**config.mk**
```make
export PLATFORM = sky130hd
export DESIGN_NAME = instruction_sequencer
export DESIGN_NICKNAME = d
export VERILOG_FILES = /design/src/rtl/instruction_sequencer.sv
export SDC_FILE = /design/constraint.sdc
export NUM_CORES = 1
export LEC_CHECK = 0
export ABC_AREA = 1
export BUFFER_PORTS_ARGS = -buffer_cell sky130_fd_sc_hd__buf_2
export CAP_MARGIN = 20
export CORE_MARGIN = 2
export CORE_UTILIZATION = 51
export DETAILED_ROUTE_END_ITERATION = 12
export PLACE_DENSITY = 0.76
export SYNTH_ARGS = -nofsm -noshare
export SYNTH_HDL_FRONTEND = slang
export SYNTH_SLANG_ARGS = --single-unit
```
**constraint.sdc**
```tcl
create_clock -name clk -period 2.8 [get_ports clk]
set_input_delay 0.42 -clock clk [delete_from_list [all_inputs] [get_ports clk]]
set_output_delay 0.42 -clock clk [all_outputs]
set_load 0.02 [all_outputs]
```
**src/rtl/instruction_sequencer.sv**
```systemverilog
// -----------------------------------------------------------------------------
// instruction_sequencer
//   Fetch/decode/execute controller for the micro_8bits core. It uses a
//   two-word instruction format: an opcode followed by an immediate/operand
//   word. Both memory ports use a ready/ack handshake, so the memory can insert
//   wait states. The controller has CALL/RET with a return-address stack, a
//   HALT state and sticky stack-fault detection. It drives the ALU through
//   exec, ir, ibr and mbr.
//
//   Optional build macro: SEQ_TRAP_EN
//     defined   : a stack fault sets stack_fault, loads PC with TRAP_VECTOR,
//                 empties the stack and resumes fetching.
//     undefined : a stack fault sets stack_fault and halts.
//                 TRAP_VECTOR has no effect in this build.
//
// Ports:
//   clk          rising-edge clock
//   arst         asynchronous active-high reset
//   inst_addr    program counter (registered)
//   inst_data    instruction word at inst_addr
//   inst_valid   inst_data valid this cycle
//   mem_addr     data memory address / MAR (registered)
//   mem_data_i   data memory read data
//   mem_data_o   data memory write data (registered)
//   mem_we       write strobe, meaningful only while mem_req is high
//   mem_req      memory access request
//   mem_ack      access complete; ignored while mem_req is low
//   exec         one-cycle ALU execute pulse
//   flags        ALU flags, indexed by `ZERO / `CARRY / `NEG / `OV
//   ar           accumulator
//   ir           instruction register
//   ibr          immediate buffer register
//   mbr          memory read buffer
//   halted       sequencer stopped (left only by arst)
//   stack_fault  sticky stack overflow/underflow indicator
// -----------------------------------------------------------------------------

`ifndef ZERO
`define ZERO 0
`endif
`ifndef CARRY
`define CARRY 1
`endif
`ifndef NEG
`define NEG 2
`endif
`ifndef OV
`define OV 3
`endif

module instruction_sequencer #(
    parameter int unsigned INST_ADDR_WIDTH = 8,
    parameter int unsigned INST_DATA_WIDTH = 8,
    parameter int unsigned MEM_ADDR_WIDTH  = 8,
    parameter int unsigned MEM_DATA_WIDTH  = 8,
    parameter int unsigned STACK_DEPTH     = 4,
    parameter int unsigned TRAP_VECTOR     = 0
) (
    input  logic                       clk,
    input  logic                       arst,
    output logic [INST_ADDR_WIDTH-1:0] inst_addr,
    input  logic [INST_DATA_WIDTH-1:0] inst_data,
    input  logic                       inst_valid,
    output logic [MEM_ADDR_WIDTH-1:0]  mem_addr,
    input  logic [MEM_DATA_WIDTH-1:0]  mem_data_i,
    output logic [MEM_DATA_WIDTH-1:0]  mem_data_o,
    output logic                       mem_we,
    output logic                       mem_req,
    input  logic                       mem_ack,
    output logic                       exec,
    input  logic [3:0]                 flags,
    input  logic [MEM_DATA_WIDTH-1:0]  ar,
    output logic [INST_DATA_WIDTH-1:0] ir,
    output logic [INST_DATA_WIDTH-1:0] ibr,
    output logic [MEM_DATA_WIDTH-1:0]  mbr,
    output logic                       halted,
    output logic                       stack_fault
);

    localparam int unsigned IAW = INST_ADDR_WIDTH;
    localparam int unsigned MAW = MEM_ADDR_WIDTH;
    localparam int unsigned MDW = MEM_DATA_WIDTH;

    // Stack pointer counts entries (0..STACK_DEPTH). The storage index is
    // rounded up to a power of two so index and pointer widths line up.
    localparam int unsigned SPW         = $clog2(STACK_DEPTH + 1);
    localparam int unsigned IDXW        = (STACK_DEPTH > 1) ? $clog2(STACK_DEPTH) : 1;
    localparam int unsigned STACK_SLOTS = 1 << IDXW;

    localparam logic [IAW-1:0] TRAP_PC = IAW'(TRAP_VECTOR);

`ifdef SEQ_TRAP_EN
    localparam bit TRAP_EN = 1'b1;
`else
    localparam bit TRAP_EN = 1'b0;
`endif

    // Opcode map (8-bit view of the instruction register)
    localparam logic [7:0] OP_NOP     = 8'h00;
    localparam logic [7:0] OP_LOAD_X  = 8'h01;
    localparam logic [7:0] OP_STORE_X = 8'h02;
    localparam logic [7:0] OP_STORE_I = 8'h03;
    localparam logic [7:0] OP_JMP     = 8'h10;
    localparam logic [7:0] OP_JZ      = 8'h11;
    localparam logic [7:0] OP_JC      = 8'h12;
    localparam logic [7:0] OP_JN      = 8'h13;
    localparam logic [7:0] OP_JV      = 8'h14;
    localparam logic [7:0] OP_CALL    = 8'h20;
    localparam logic [7:0] OP_RET     = 8'h21;
    localparam logic [7:0] OP_HALT    = 8'hFF;

    typedef enum logic [2:0] {
        S_FETCH,
        S_DECODE,
        S_READ_MEM,
        S_WRITE_MEM,
        S_EXECUTE,
        S_HALT
    } state_t;

    state_t           state;
    logic [IAW-1:0]   pc;
    logic [MAW-1:0]   mar;
    logic [SPW-1:0]   sp;
    logic [IAW-1:0]   stack_mem [STACK_SLOTS];

    logic [7:0]       op_c;
    logic             is_store_x_c;
    logic             is_store_i_c;
    logic             is_read_c;
    logic             is_halt_c;
    logic             take_c;
    logic             push_c;
    logic             pop_c;
    logic             overflow_c;
    logic             underflow_c;
    logic [IAW-1:0]   pc_rel_c;

    assign inst_addr = pc;
    assign mem_addr  = mar;

    // Opcode classification used in DECODE
    assign op_c         = 8'(ir);
    assign is_store_x_c = (op_c == OP_STORE_X);
    assign is_store_i_c = (op_c == OP_STORE_I);
    assign is_read_c    = (op_c == OP_LOAD_X) ||
                          (op_c[7:2] == 6'b010000) ||
                          (op_c[7:2] == 6'b100000);
    assign is_halt_c    = (op_c == OP_HALT);

    // Control-flow decision used in EXECUTE
    always_comb begin
        take_c = 1'b0;
        push_c = 1'b0;
        pop_c  = 1'b0;
        case (op_c)
            OP_JMP:  take_c = 1'b1;
            OP_JZ:   take_c = flags[`ZERO];
            OP_JC:   take_c = flags[`CARRY];
            OP_JN:   take_c = flags[`NEG];
            OP_JV:   take_c = flags[`OV];
            OP_CALL: push_c = 1'b1;
            OP_RET:  pop_c  = 1'b1;
            OP_NOP:  take_c = 1'b0;
            default: take_c = 1'b0;
        endcase
    end

    assign overflow_c  = push_c && (sp == SPW'(STACK_DEPTH));
    assign underflow_c = pop_c && (sp == '0);

    // PC is already past the operand here; relative target wraps naturally
    assign pc_rel_c = pc + IAW'(ibr);

    // Sequencer state machine and all registered outputs
    always_ff @(posedge clk or posedge arst) begin
        if (arst) begin
            state       <= S_FETCH;
            pc          <= '0;
            mar         <= '0;
            mem_data_o  <= '0;
            mem_we      <= 1'b0;
            mem_req     <= 1'b0;
            exec        <= 1'b0;
            ir          <= '0;
            ibr         <= '0;
            mbr         <= '0;
            halted      <= 1'b0;
            stack_fault <= 1'b0;
            sp          <= '0;
            for (int i = 0; i < STACK_SLOTS; i++) begin
                stack_mem[i] <= '0;
            end
        end else begin
            exec <= 1'b0;
            case (state)
                S_FETCH: begin
                    if (inst_valid) begin
                        ir    <= inst_data;
                        pc    <= pc + IAW'(1);
                        state <= S_DECODE;
                    end
                end

                // Memory request is raised on the transition so it is
                // already high in the first cycle of the access state.
                S_DECODE: begin
                    if (inst_valid) begin
                        ibr <= inst_data;
                        pc  <= pc + IAW'(1);
                        if (is_store_x_c) begin
                            mar        <= MAW'(inst_data);
                            mem_data_o <= ar;
                            mem_req    <= 1'b1;
                            mem_we     <= 1'b1;
                            state      <= S_WRITE_MEM;
                        end else if (is_store_i_c) begin
                            mar        <= MAW'(ar);
                            mem_data_o <= MDW'(inst_data);
                            mem_req    <= 1'b1;
                            mem_we     <= 1'b1;
                            state      <= S_WRITE_MEM;
                        end else if (is_read_c) begin
                            mar     <= MAW'(inst_data);
                            mem_req <= 1'b1;
                            mem_we  <= 1'b0;
                            state   <= S_READ_MEM;
                        end else if (is_halt_c) begin
                            halted <= 1'b1;
                            state  <= S_HALT;
                        end else begin
                            exec  <= 1'b1;
                            state <= S_EXECUTE;
                        end
                    end
                end

                S_READ_MEM: begin
                    if (mem_ack) begin
                        mbr     <= mem_data_i;
                        mem_req <= 1'b0;
                        exec    <= 1'b1;
                        state   <= S_EXECUTE;
                    end
                end

                S_WRITE_MEM: begin
                    if (mem_ack) begin
                        mem_req <= 1'b0;
                        mem_we  <= 1'b0;
                        exec    <= 1'b1;
                        state   <= S_EXECUTE;
                    end
                end

                // Stack faults leave PC and stack untouched unless trapping
                S_EXECUTE: begin
                    state <= S_FETCH;
                    if (overflow_c || underflow_c) begin
                        stack_fault <= 1'b1;
                        if (TRAP_EN) begin
                            pc <= TRAP_PC;
                            sp <= '0;
                        end else begin
                            halted <= 1'b1;
                            state  <= S_HALT;
                        end
                    end else if (push_c) begin
                        stack_mem[IDXW'(sp)] <= pc;
                        sp                   <= sp + SPW'(1);
                        pc                   <= pc_rel_c;
                    end else if (pop_c) begin
                        pc <= stack_mem[IDXW'(sp - SPW'(1))];
                        sp <= sp - SPW'(1);
                    end else if (take_c) begin
                        pc <= pc_rel_c;
                    end
                end

                S_HALT: begin
                    halted <= 1'b1;
                end

                default: begin
                    state <= S_FETCH;
                end
            endcase
        end
    end

endmodule
```
# Word-level counts from Yosys, hierarchy flattened
# Index checks and enable logic that the tools add are counted.
[totals]
register_bits = 91
inputBits = 32
out_inout_bits = 53
wordCells = 146
[classes]
add_sub_neg = 4
n_lt_le_gt_ge = 3
n_eq_ne = 32
mux = 56
bitwise = 4
n_reduce_logical = 30
[op_table]
columns = ["operator", "n"]
rows = [
  ["8-bit 2-to-1 mux", 13],
  ["8-bit by 5-bit == test with 1-bit output (second input constant)", 5],
  ["32-bit bitwise mux", 1],
  ["3-bit 2-to-1 mux", 9],
  ["1-bit 2-to-1 mux", 24],
  ["2-bit inequality test (second input constant)", 9],
  ["8-bit binary-select mux with 2-bit select", 1],
  ["8-bit demux with 2-bit select", 1],
  ["8-bit by 2-bit == test with 1-bit output (second input constant)", 2],
  ["8-bit by 6-bit == test with 1-bit output (second input constant)", 2],
  ["8-bit case mux with 2 select lines", 1],
  ["4-bit AND reduction", 4],
  ["3-bit case mux with 5 select lines", 1],
  ["3-bit AND reduction", 4],
  ["2-bit nonzero test", 5],
  ["3-bit == test (second input constant)", 3],
  ["8-bit by 1-bit adder with 8-bit output (second input constant)", 1],
  ["8-bit adder", 1],
  ["8-bit by 1-bit == test with 1-bit output (second input constant)", 1],
  ["8-bit == test (second input constant)", 1],
  ["4-bit inequality test (second input constant)", 2],
  ["2-bit AND reduction", 4],
  ["7-bit AND reduction", 1],
  ["3-bit by 2-bit == test with 1-bit output (second input constant)", 2],
  ["18 further kinds", 31],
]

# Logic depth before layout (Yosys ltp)
# Gate-level depths: netlist of run 1.
[logic_depth]
word_depth = 9
depth_mapped = 14
depth_no_buf = 12

# Least setup slack after synthesis of run 1
# No wires, ideal clock.
[synth_timing]
path_type = "reg-to-reg"
from = "register sp[0]"
to = "register pc[5], in the netlist inst_addr[5]"
setup_ps = 117
arrival_ps = 1833
setup_slack_ps = 850
stages_incl_launch_ff = 15
path_buffers = 3
path_cell_list = "dfrtp_1 > buf_2 > inv_1 > buf_2 > ha_1 > clkbuf_1 > nor2_1 > o21ai_0 > nand2_1 > nor2_1 > nor2_1 > nand2_1 > nand2_1 > nand2_1 > nand2_1"
[synth_between]
elab_chain_len = 9
word_cells_on_any_way = 16
[synth_rtl]
columns = ["item", "line_no", "text"]
rows = [
  ["start, declared", "124", "logic [SPW-1:0] sp;"],
  ["start signal, assigned", "270", "sp <= sp + SPW'(1);"],
  ["start signal, assigned", "274", "sp <= sp - SPW'(1);"],
  ["3-bit by 1-bit subtractor with 3-bit output", "-", ""],
  ["2-bit NOT with 3-bit output (not written as such)", "273", "pc <= stack_mem[IDXW'(sp - SPW'(1))];"],
  ["8-bit binary-select mux with 2-bit select", "273", ""],
  ["8-bit 2-to-1 mux (not written as such) (2 in a row)", "273", ""],
  ["8-bit 2-to-1 mux", "272", "end else if (pop_c) begin"],
  ["8-bit 2-to-1 mux", "268", "end else if (push_c) begin"],
  ["8-bit 2-to-1 mux", "259", "if (overflow_c || underflow_c) begin"],
  ["8-bit case mux with 2 select lines", "196", "case (state)"],
  ["end signal, assigned", "200", "pc <= pc + IAW'(1);"],
  ["end signal, assigned", "271", "pc <= pc_rel_c;"],
  ["end signal, assigned", "273", ""],
  ["end, declared", "122", "logic [IAW-1:0] pc;"],
]
# Several ways; a longest one is shown, not always the timed one. The select of a mux whose other input is x is not followed.
# A chain may end at the register's enable or synchronous reset.

# Final worst setup path of run 1
[layout_timing]
from = "register sp[0]"
to = "register pc[6], in the netlist inst_addr[6]"
# The elaborated chain is that of the path after synthesis.

==> results.yml, run 1 <==
sta:
  finalHoldViolCount: 0
  min_period_ps: 2280
  clock.fmax_ghz: 0.439
  relSlewSlack_pct: 50.9
  finalSetupViolCount: 0
  tns_ps: 0
  clock_skew_ps: 9.56
  rsz0062_at_grt: "false"
  min_period_over_period_pct: 81.4
  timing.final.max_slew_violations: 0
  worst_slew_pin_slew_ps: 736
critical_path:
  critical_path_class: "flip-flop to flip-flop"
  reg2reg_slack_ps: 520
  required_ps: 3100
  r2r_end: "inst_addr[6]"
  endpoint: "inst_addr[6]"
  worstSetupStartpoint: "sp[0]"
  arrival_ps: 2580
  worstPathMaxFanout: 19
  regToRegStartpoint: "sp[0]"
  crit_path_end_kind: "flip-flop"
  cp-start-kind: "flip-flop"
  r2r_cells: 12
floorplan:
  fp.dieArea_um2: 10800
  initial_core_util_pct: 52.4
  die_x_um: 104
  core_um2: 9730
  die_h_um: 104
  num_io_pins: 85
  rows: 36
final_layout:
  final_cell_mix: "241 x nand2_1, 91 x dfrtp_1, 84 x buf_2"
  nFillCells: 904
  stdcell_area_um2: 5870
  final_common_cell: "nand2_1"
  syn2layout_area_growth_pct: 15.1
  fin_nets: 783
  drive_gt1_share_pct: 22.8
  diodes: 0
clock_tree:
  cts_buffers: 9
  htree_levels: 3
  tritoncts: "built"
  cts_resized: 0
  numClockSinks: 91
  clk_latency_ps: 360
  clock_path_buffers: 2
  postCtsSetupBuffers: 0
  cts-root-buf: "clkbuf_8"
  postCtsHoldBufs: 0
  path_clk_slew_ps: 90
status:
  status: "finished, final reports clean"
route:
  via_count: 4564
  drc: 0
  ant_nets: 0
  dr.pass1.iters: 5
  drt-initial-drc-count: 340
  wl_per_cell_um: 14.3
  routed_wirelength_um: 12500
  viasPerCell: 5.22
logic_synthesis:
  ys_seq_elements: 91
  synth_xor_area_share_pct: 1.37
  synth_compound_area_share_pct: 8.86
  synth_top_family_by_area: "simple AND/OR/NAND/NOR gates"
  syn-num-nets: 699
  synthSimpleGateAreaFrac_pct: 31.7
  synth_cell_types: 39
  netlist_area_um2: 5100
  syn_inst: 653
  yosysWarnings: 0
  synthAdderAreaFrac_pct: 3.58
  synthMuxAreaShare_pct: 3.54
  synth.avg_cell_area_um2: 7.80
  yosysSeqAreaShare_pct: 44.7
global_routing:
  grt_pass1_wl_um: 21200
  antenna_found_initial: 0
  grt_start_max_net_pins: 51
  grt_overflow: 0
  grtUsageTotal_pct: 23.9
  grt_pass1_vias: 4573
placement:
  dp_hpwl_um: 9530
  postPlaceCellArea_um2: 5640
  io_buffers: 84
  place.gp.congestion: 0.890
pwr:
  cellPowerDensity_nw_per_um2: 1050
  switching_share_pct: 46.8
  power.leakage_nw: 3.32
  pwr-share-comb_pct: 48.4
  ir_drop_uv: 542
  p_int_w: 0.00328
  p_seq_share_pct: 35.2
  clockPowerShare_pct: 16.5
  p_switching_w: 0.00289
hold_path:
  hold_path_class: "input pin to async pin"
job:
  max_cap_violations: 0
-- synthesized netlist by cell type, drive strengths merged --
library cell / instances / area share, %
nand2: 257 / 20
dfrtp: 91 / 45
o21ai: 68 / 7.3
nor2: 66 / 5.7
inv: 62 / 4.6
nand3: 33 / 3.8
mux2: 16 / 3.5
ha: 13 / 3.2
buf: 8 / 1.1
o211ai: 7 / 1.0
clkbuf: 6 / 0.44
xor2: 6 / 1.0
nand4: 5 / 1.0
a21oi: 3 / 0.29
nand3b: 2 / 0.37
or2: 2 / 0.25
xnor2: 2 / 0.34
and2: 1 / 0.17
clkinv: 1 / 0.098
fa: 1 / 0.39
nor3: 1 / 0.098
o21a: 1 / 0.15
o22ai: 1 / 0.12
-- worst max-delay path, cell delays in order (launching register included) --
cell and delay [ps]:
dfrtp_1 700, inv_1 130, ha_1 510, inv_1 200, nor2_1 150, o21ai_0 90, nand2_1 80, nor2_1 40
nor2_1 100, nand2_1 60, nand2_1 60, nand2_1 50, nand2_1 50
-- flip-flops by register name, summed over array words and instances (netlist names), 3 cells and up --
| register | count |
|---|---|
| mem_addr | 8 |
| sp | 3 |
| state | 3 |
| ir | 8 |
| stack_mem | 32 |
| mbr | 8 |
| ibr | 8 |
| inst_addr | 8 |
| mem_data_o | 8 |
-- routing by layer --
| layer | share of wire (%) | GRT usage [%] | vias up |
|---|---|---|---|
| met4 | 2.1 | 8.98 | 0 |
| met3 | 5.7 | 4.32 | 21 |
| met1 | 43 | 30.7 | 2165 |
| met2 | 49 | 40.3 | 142 |
| li1 | - | - | 2236 |
| met5 | 0 | 0 | - |
-- layout make-up --
type	count	area [µm²]	area share, %
clock buffer	12	155	2.64
clock inverter	4	72.6	1.24
inverter	63	241	4.12
multi-input combinational	485	2500	42.6
sequential	91	2280	38.8
tap	133	166	2.84
timing repair buffer	87	455	7.76
-- power by group through the flow --
stage / clock, W / combinational [W] / sequential, W
floorplan: 0 / 0.00184 / 0.00243
global placement: 0 / 0.00288 / 0.00217
detailed placement: 0 / 0.00297 / 0.00218
CTS: 0.00102 / 0.00299 / 0.00217
global route: 0.00107 / 0.00335 / 0.00223
finish: 0.00102 / 0.00299 / 0.00217
-- cells by family (layout without fill, tap and decap cells) --
| kind of cell | count (synthesis) | after routing |
|---|---|---|
| AO/OA/AOI/OAI | 80 | 80 |
| XOR/XNOR | 8 | 8 |
| adder cells (fa/ha/maj) | 14 | 14 |
| buffers and inverters | 77 | 166 |
| flip-flops | 91 | 91 |
| multiplexers | 16 | 16 |
| AND/OR/NAND/NOR | 367 | 367 |
-- stage by stage --
stage | worst slack, ps | cells | total power (W) | util (%) | hold slack [ps]
after floorplan | 16.4 | 653 | 0.00428 | - | 437
after global placement | 707 | 859 | 0.00504 | 58.0 | 446
after global routing | 298 | 875 | 0.00666 | 60.3 | 215
after CTS | 554 | 875 | 0.00618 | 60.3 | 178
final | 520 | 875 | 0.00617 | 60.3 | 159
after detailed placement | 580 | 859 | 0.00516 | 58.0 | 456
-- worst min path at each step --
stage / from / endpoint / slack (ps) / depth (start not counted)
2_1_floorplan: stack_mem[15] / stack_mem[15] / 440 / 2
3_3_place_gp: halted / halted / 450 / 2
3_5_place_dp: stack_fault / stack_fault / 460 / 1
4_1_cts: arst / mbr[1] / 180 / 2
5_1_grt: arst / mbr[1] / 210 / 2
6_report: arst / mbr[3] / 160 / 2
No activity file was read; power rests on OpenSTA's default activity.
==> run 2, diff against run 1 <==
--- a/config.mk
+++ b/config.mk
@@ -9,9 +9,9 @@
 export BUFFER_PORTS_ARGS = -buffer_cell sky130_fd_sc_hd__buf_2
 export CAP_MARGIN = 20
 export CORE_MARGIN = 2
-export CORE_UTILIZATION = 51
+export CORE_UTILIZATION = 57
 export DETAILED_ROUTE_END_ITERATION = 12
-export PLACE_DENSITY = 0.76
+export PLACE_DENSITY = 0.81
 export SYNTH_ARGS = -nofsm -noshare
 export SYNTH_HDL_FRONTEND = slang
 export SYNTH_SLANG_ARGS = --single-unit
==> constraint.sdc (replaced) <==
create_clock -name clk -period 2.4 [get_ports clk]
set_input_delay 0.36 -clock clk [delete_from_list [all_inputs] [get_ports clk]]
set_output_delay 0.36 -clock clk [all_outputs]
set_load 0.02 [all_outputs]
==> run 2 against run 1 <==
  * Utilization up 6.6 points
  * Critical path depth down 3
  * Register-to-register slack worse by 60 ps
  * Worst setup slack worse by 62 ps
  * Final cell count down 2.7%
  * Global-route usage up 3.3 points
  * First-iteration DRC count down 15%
  * Via count down 0.22%
  * Clock skew up 2.1 ps
  * Worst hold slack worse by 64 ps
  * Count of clock-buffer cells in the layout unchanged
  * Critical path type unchanged
  * Largest cell class unchanged
  * Largest power group unchanged
==> results.yml, run 2 (same netlist as run 1, synthesis figures left out) <==
sta:
  min_period_ps: 1940
  rsz0062_at_grt: "false"
  finalHoldViolCount: 0
  worst_slew_pin_slew_ps: 540
  tns_ps: 0
  min_period_over_period_pct: 80.9
  clock.fmax_ghz: 0.515
  relSlewSlack_pct: 63.9
  finalSetupViolCount: 0
  timing.final.max_slew_violations: 0
  clock_skew_ps: 11.6
  layout_setup_ws_ps: 458
floorplan:
  rows: 34
  num_io_pins: 85
  fp.dieArea_um2: 9710
  die_h_um: 98.6
  die_x_um: 98.6
  initial_core_util_pct: 58.7
  core_um2: 8680
global_routing:
  grtUsageTotal_pct: 27.2
  grt_start_max_net_pins: 92
  grt_pass1_wl_um: 21500
  grt_overflow: 0
  grt_pass1_vias: 4588
  antenna_found_initial: 0
critical_path:
  cpPeakStageDelay_ps: 430
  cp_top_family: "simple AND/OR/NAND/NOR gates"
  crit_path_frequent_cell: "nand2_1"
  critical_path_class: "flip-flop to flip-flop"
  required_ps: 2690
  worstPathMaxFanout: 11
  arrival_ps: 2230
  cp-start-kind: "flip-flop"
  r2r_end: "mem_addr[5]"
  regToRegStartpoint: "ir[2]"
  critPathBufInv: 2
  cp_cell_sequence: "nor2_2 -> nand2_1 -> inv_2 -> o211ai_1 -> nand2_1 -> nand3_1 -> inv_1 -> nand2_1 -> nand2_1"
  reg2reg_slack_ps: 460
  cp_slowest_cell: "dfrtp_1"
  crit_path_end_kind: "flip-flop"
  r2r_cells: 9
route:
  ant_nets: 0
  routed_wirelength_um: 12500
  drc: 0
  drt-initial-drc-count: 290
  dr.pass1.iters: 5
  viasPerCell: 5.35
  via_count: 4554
  wl_per_cell_um: 14.7
pwr:
  p_int_w: 0.00370
  p_seq_share_pct: 34.9
  switching_share_pct: 47.9
  power.leakage_nw: 3.30
  p_switching_w: 0.00341
  ir_drop_uv: 702
  pwr-share-comb_pct: 50.6
  cellPowerDensity_nw_per_um2: 1220
  clockPowerShare_pct: 14.4
clock_tree:
  cts-root-buf: "clkbuf_8"
  clock_path_buffers: 2
  clk_latency_ps: 360
  postCtsSetupBuffers: 0
  path_clk_slew_ps: 90
  htree_levels: 3
  cts_buffers: 9
  numClockSinks: 91
  cts_resized: 0
  tritoncts: "built"
  postCtsHoldBufs: 0
placement:
  dp_hpwl_um: 9080
  preCtsSetupSlack_ps: 493
  place.gp.congestion: 0.986
  io_buffers: 84
final_layout:
  diodes: 0
  final_common_cell: "nand2_1"
  drive_gt1_share_pct: 22.6
  final_cell_mix: "241 x nand2_1, 91 x dfrtp_1, 84 x buf_2"
  syn2layout_area_growth_pct: 13.9
  top_register: "stack_mem"
  fin_nets: 784
  largest_reg_flops: 32
hold_path:
  hold_path_class: "input pin to async pin"
job:
  max_cap_violations: 0
status:
  status: "finished, final reports clean"
==> run 2: cell count changes in the layout (fill, tap and decap cells not counted), sizes merged <==
cell      before  now
buf           87   88
clkinvlp       1    2
bufinv         2    1
==> run 2: power groups by stage <==
stage	sequential, W	combinational, W	clock, W
after floorplan	0.00284	0.00215	0
after global placement	0.00246	0.00344	0
after detailed placement	0.00249	0.00355	0
after CTS	0.00247	0.00359	0.00104
after global routing	0.00255	0.00402	0.00111
final	0.00248	0.00360	0.00103
==> run 2: how the worst max path moves through the flow <==
stage,startpoint,to,slack [ps],cells after the start
after floorplan,sp[0],inst_addr[5],450,14
after global placement,inst_addr[0],inst_addr[4],570,11
after detailed placement,inst_addr[0],inst_addr[4],490,11
after CTS,ir[2],mem_addr[3],470,9
after global routing,ir[2],mem_addr[4],230,9
final,ir[2],mem_addr[5],460,9
==> run 2: metal layers <==
| metal | GRT usage, % | share of wire [%] | wire length, µm |
|---|---|---|---|
| met2 | 46.0 | 49 | 6100 |
| met4 | 9.17 | 2.4 | 301 |
| met1 | 35.7 | 43 | 5420 |
| met3 | 4.75 | 5.6 | 697 |
| met5 | 0 | 0 | 0 |
==> run 2: layout make-up <==
class                      count  area (µm²)
clock buffer                  12         135
clock inverter                 4        51.3
fill                         776        2870
inverter                      63         244
multi-input combinational    485        2500
sequential                    91        2280
tap                          108         135
timing repair buffer          88         463
==> run 2: worst register-to-register path: stages (launching register included) <==
cell      delay (ps)
dfrtp_1          430
nor2_2           250
nand2_1          120
inv_2             70
o211ai_1         140
nand2_1          120
nand3_1          280
inv_1            310
nand2_1           80
nand2_1           70
==> run 2: metrics by stage <==
stage / hold slack (ps) / util [%] / power, W / instances / area [µm²]
finish: 94.8 / 66.9 / 0.00710 / 851 / 5800
global route: 155 / 66.9 / 0.00769 / 851 / 5800
CTS: 149 / 66.9 / 0.00709 / 851 / 5800
detailed placement: 445 / 64.7 / 0.00604 / 835 / 5620
global placement: 443 / 64.7 / 0.00590 / 835 / 5620
floorplan: 437 / - / 0.00499 / 653 / 5100
==> run 3, diff against run 2 <==
--- a/config.mk
+++ b/config.mk
@@ -5,13 +5,13 @@
 export SDC_FILE = /design/constraint.sdc
 export NUM_CORES = 1
 export LEC_CHECK = 0
-export ABC_AREA = 1
+export ABC_AREA = 0
 export BUFFER_PORTS_ARGS = -buffer_cell sky130_fd_sc_hd__buf_2
 export CAP_MARGIN = 20
 export CORE_MARGIN = 2
-export CORE_UTILIZATION = 57
+export CORE_UTILIZATION = 51
 export DETAILED_ROUTE_END_ITERATION = 12
-export PLACE_DENSITY = 0.81
+export PLACE_DENSITY = 0.77
 export SYNTH_ARGS = -nofsm -noshare
 export SYNTH_HDL_FRONTEND = slang
 export SYNTH_SLANG_ARGS = --single-unit
==> constraint.sdc (replaced) <==
create_clock -name clk -period 1.6 [get_ports clk]
set_input_delay 0.24 -clock clk [delete_from_list [all_inputs] [get_ports clk]]
set_output_delay 0.24 -clock clk [all_outputs]
set_load 0.02 [all_outputs]
==> run 3 against run 2 <==
  * The run now ends with negative setup slack left
  * Critical path depth down 1
  * Combinational power grew to 2.9 times the previous value
  * Sequential power grew 55%
==> results.yml, run 3 <==
status:
  status: "finished with violations"
  violations: "negative setup slack"
logic_synthesis:
  ys_seq_elements: 91
  synth_top_cell_area_share_pct: 47.9
  async_flop_share_pct: 100
  synthTopCellsByCount: "91 x dfrtp_1, 52 x mux2_2, 41 x nand2_1, 36 x o21ai_0, 21 x nor2_1"
  netlist_area_um2: 4760
  synth_ff_type: "dfrtp_1"
  syn_inst: 416
  synth_area_leader_cell: "dfrtp_1"
  synth.avg_cell_area_um2: 11.4
  syn-num-nets: 462
  synth_cell_types: 55
  synth_area_leaders: "dfrtp_1 48%, mux2_2 12%, mux2i_1 3.8%"
  yosysSeqAreaShare_pct: 47.9
  synth_most_common_cell: "dfrtp_1"
  yosysWarnings: 0
  synth-edff-count: 0
global_routing:
  grt_start_max_net_pins: 37
  grtUsageTotal_pct: 36.0
  grt_overflow: 0
  grt_pass1_wl_um: 27300
  grt_pass1_vias: 4862
  antenna_found_initial: 1
placement:
  place.gp.congestion: 0.853
  dp_hpwl_um: 9730
  place_inst: 685
  preCtsSetupSlack_ps: -286
  postPlaceCellArea_um2: 6190
  io_buffers: 84
final_layout:
  top_register: "stack_mem"
  drive_gt1_share_pct: 68.6
  final_cell_mix: "83 x buf_2, 77 x dfrtp_1, 77 x buf_4"
  final_common_cell: "buf_2"
  syn2layout_area_growth_pct: 62.1
  stdcell_area_um2: 7710
  nFillCells: 391
  final_cells: 743
  fin_nets: 672
  largest_reg_flops: 32
clock_tree:
  tritoncts: "built"
  clk_latency_ps: 380
  path_clk_slew_ps: 110
  htree_levels: 3
  numClockSinks: 91
  cts_buffers: 9
  cts-root-buf: "clkbuf_8"
  clock_path_buffers: 2
floorplan:
  fp.dieArea_um2: 10100
  die_h_um: 101
  rows: 35
  core_um2: 9150
  initial_core_util_pct: 52.0
  num_io_pins: 85
  die_x_um: 101
sta:
  holdWs_ps: 90.9
  finalHoldViolCount: 0
  layout_setup_ws_ps: -564
  min_period_ps: 2160
  finalSetupViolCount: 89
  rsz0062_at_grt: "true"
  worst_slew_pin_slew_ps: 613
  min_period_over_period_pct: 135
  clock_skew_ps: 17.7
  relSlewSlack_pct: 59.0
  timing.final.max_slew_violations: 0
  clock.fmax_ghz: 0.462
critical_path:
  cp-start-kind: "flip-flop"
  required_ps: 1840
  crit_path_frequent_cell: "o21ai_1"
  critical_path_class: "flip-flop to flip-flop"
  worstPathMaxFanout: 3
  cpPeakStageDelay_ps: 470
  r2r_cells: 8
  reg2reg_slack_ps: -560
  regToRegStartpoint: "inst_addr[0]"
  crit_path_end_kind: "flip-flop"
  r2r_end: "inst_addr[4]"
  arrival_ps: 2410
  cp_cell_sequence: "ha_4 -> fa_2 -> a21o_1 -> a21oi_2 -> xor2_1 -> o21ai_1 -> a21oi_1 -> o21ai_1"
  cp_slowest_cell: "dfrtp_2"
route:
  viasPerCell: 6.86
  drc: 0
  wl_per_cell_um: 28.8
  via_count: 5094
  routed_wirelength_um: 21400
  dr.pass1.iters: 6
  ant_nets: 0
  drt-initial-drc-count: 694
hold_path:
  hold_path_class: "input pin to flip-flop"
  hp-start: "mem_data_i[7]"
  holdPathStages: 2
  holdPathEnd: "mbr[7]"
pwr:
  cellPowerDensity_nw_per_um2: 2080
  power.leakage_nw: 3.62
  ir_drop_uv: 1490
job:
  max_cap_violations: 0
run 3: cell types whose count changed in the layout (fill, tap and decap cells not counted), sizes merged, moves of 22 or more:
cell / change
nand2: -212
buf: +125
inv: -53
nor2: -44
mux2: +40
o21ai: -32
nand3: -22
run 3: worst max-delay path, delay by kind of cell, from the launching register on:
| kind | cells | cell delay [ps] |
|---|---|---|
| AO/OA/AOI/OAI | 5 | 810 |
| adder cells (fa/ha/maj) | 2 | 560 |
| flip-flops | 1 | 470 |
| XOR/XNOR | 1 | 190 |
run 3: cell type report:
type	count	area (µm²)	area share [%]
multi-input cells	302	3280	42.5
flip-flops and latches	91	2290	29.8
repair buffers	214	1770	22.9
well taps	111	139	1.80
clock buffers	10	128	1.66
clock inverters	6	65.1	0.844
inverters	8	38.8	0.503
diodes	1	2.50	0.0325
run 3: stage by stage:
step | power, W | util, % | setup TNS [ps]
2_1_floorplan | 0.00769 | - | -11910
6_report | 0.0160 | 84.2 | -23880
5_1_grt | 0.0164 | 84.2 | -26510
3_3_place_gp | 0.0104 | 67.6 | -8550
4_1_cts | 0.0136 | 77.6 | -11480
3_5_place_dp | 0.0107 | 67.6 | -11690
run 3: power breakdown:
| group | switching [W] | internal, W | total [W] |
|---|---|---|---|
| clock | 0.000956 | 0.000729 | 0.00168 |
| sequential | 0.000842 | 0.00301 | 0.00385 |
| combinational | 0.00564 | 0.00485 | 0.0105 |
| total | 0.00744 | 0.00858 | 0.0160 |
run 3: layer usage:
layer	vias up	GRT usage (%)	wire (µm)
met5	-	0	0
met1	2477	45.5	7400
met4	0	19.5	1830
met3	178	8.32	2340
li1	1948	-	-
met2	491	57.5	9860
run 3: repair_timing:
| action | in CTS | in global routing |
|---|---|---|
| endpoints found under the hold margin | 17 | 0 |
| pin swaps | 40 | 52 |
| setup endpoints to repair | 87 | 90 |
| setup buffers | 19 | 22 |
| cloned | 5 | 0 |
| hold buffers | 1 | 0 |
| gates resized for setup | 118 | 115 |
run 3: how the worst max path moves through the flow:
stage,slack (ps),to,from,depth (start not counted)
after global placement,-220,inst_addr[0],ir[4],6
after floorplan,-290,stack_mem[16],ir[7],6
final,-560,inst_addr[4],inst_addr[0],8
after CTS,-280,inst_addr[6],inst_addr[0],8
after detailed placement,-290,inst_addr[4],inst_addr[0],8
after global routing,-570,inst_addr[4],ibr[0],8
run 3: cells by family after synthesis:
group	Yosys count	share of synthesized area, %
compound gates	86	11.5
mux	82	21.1
xor+xnor	7	1.29
flops	91	47.9
buf+inv	23	1.95
simple gates	113	12.5
fa+ha+maj	14	3.84
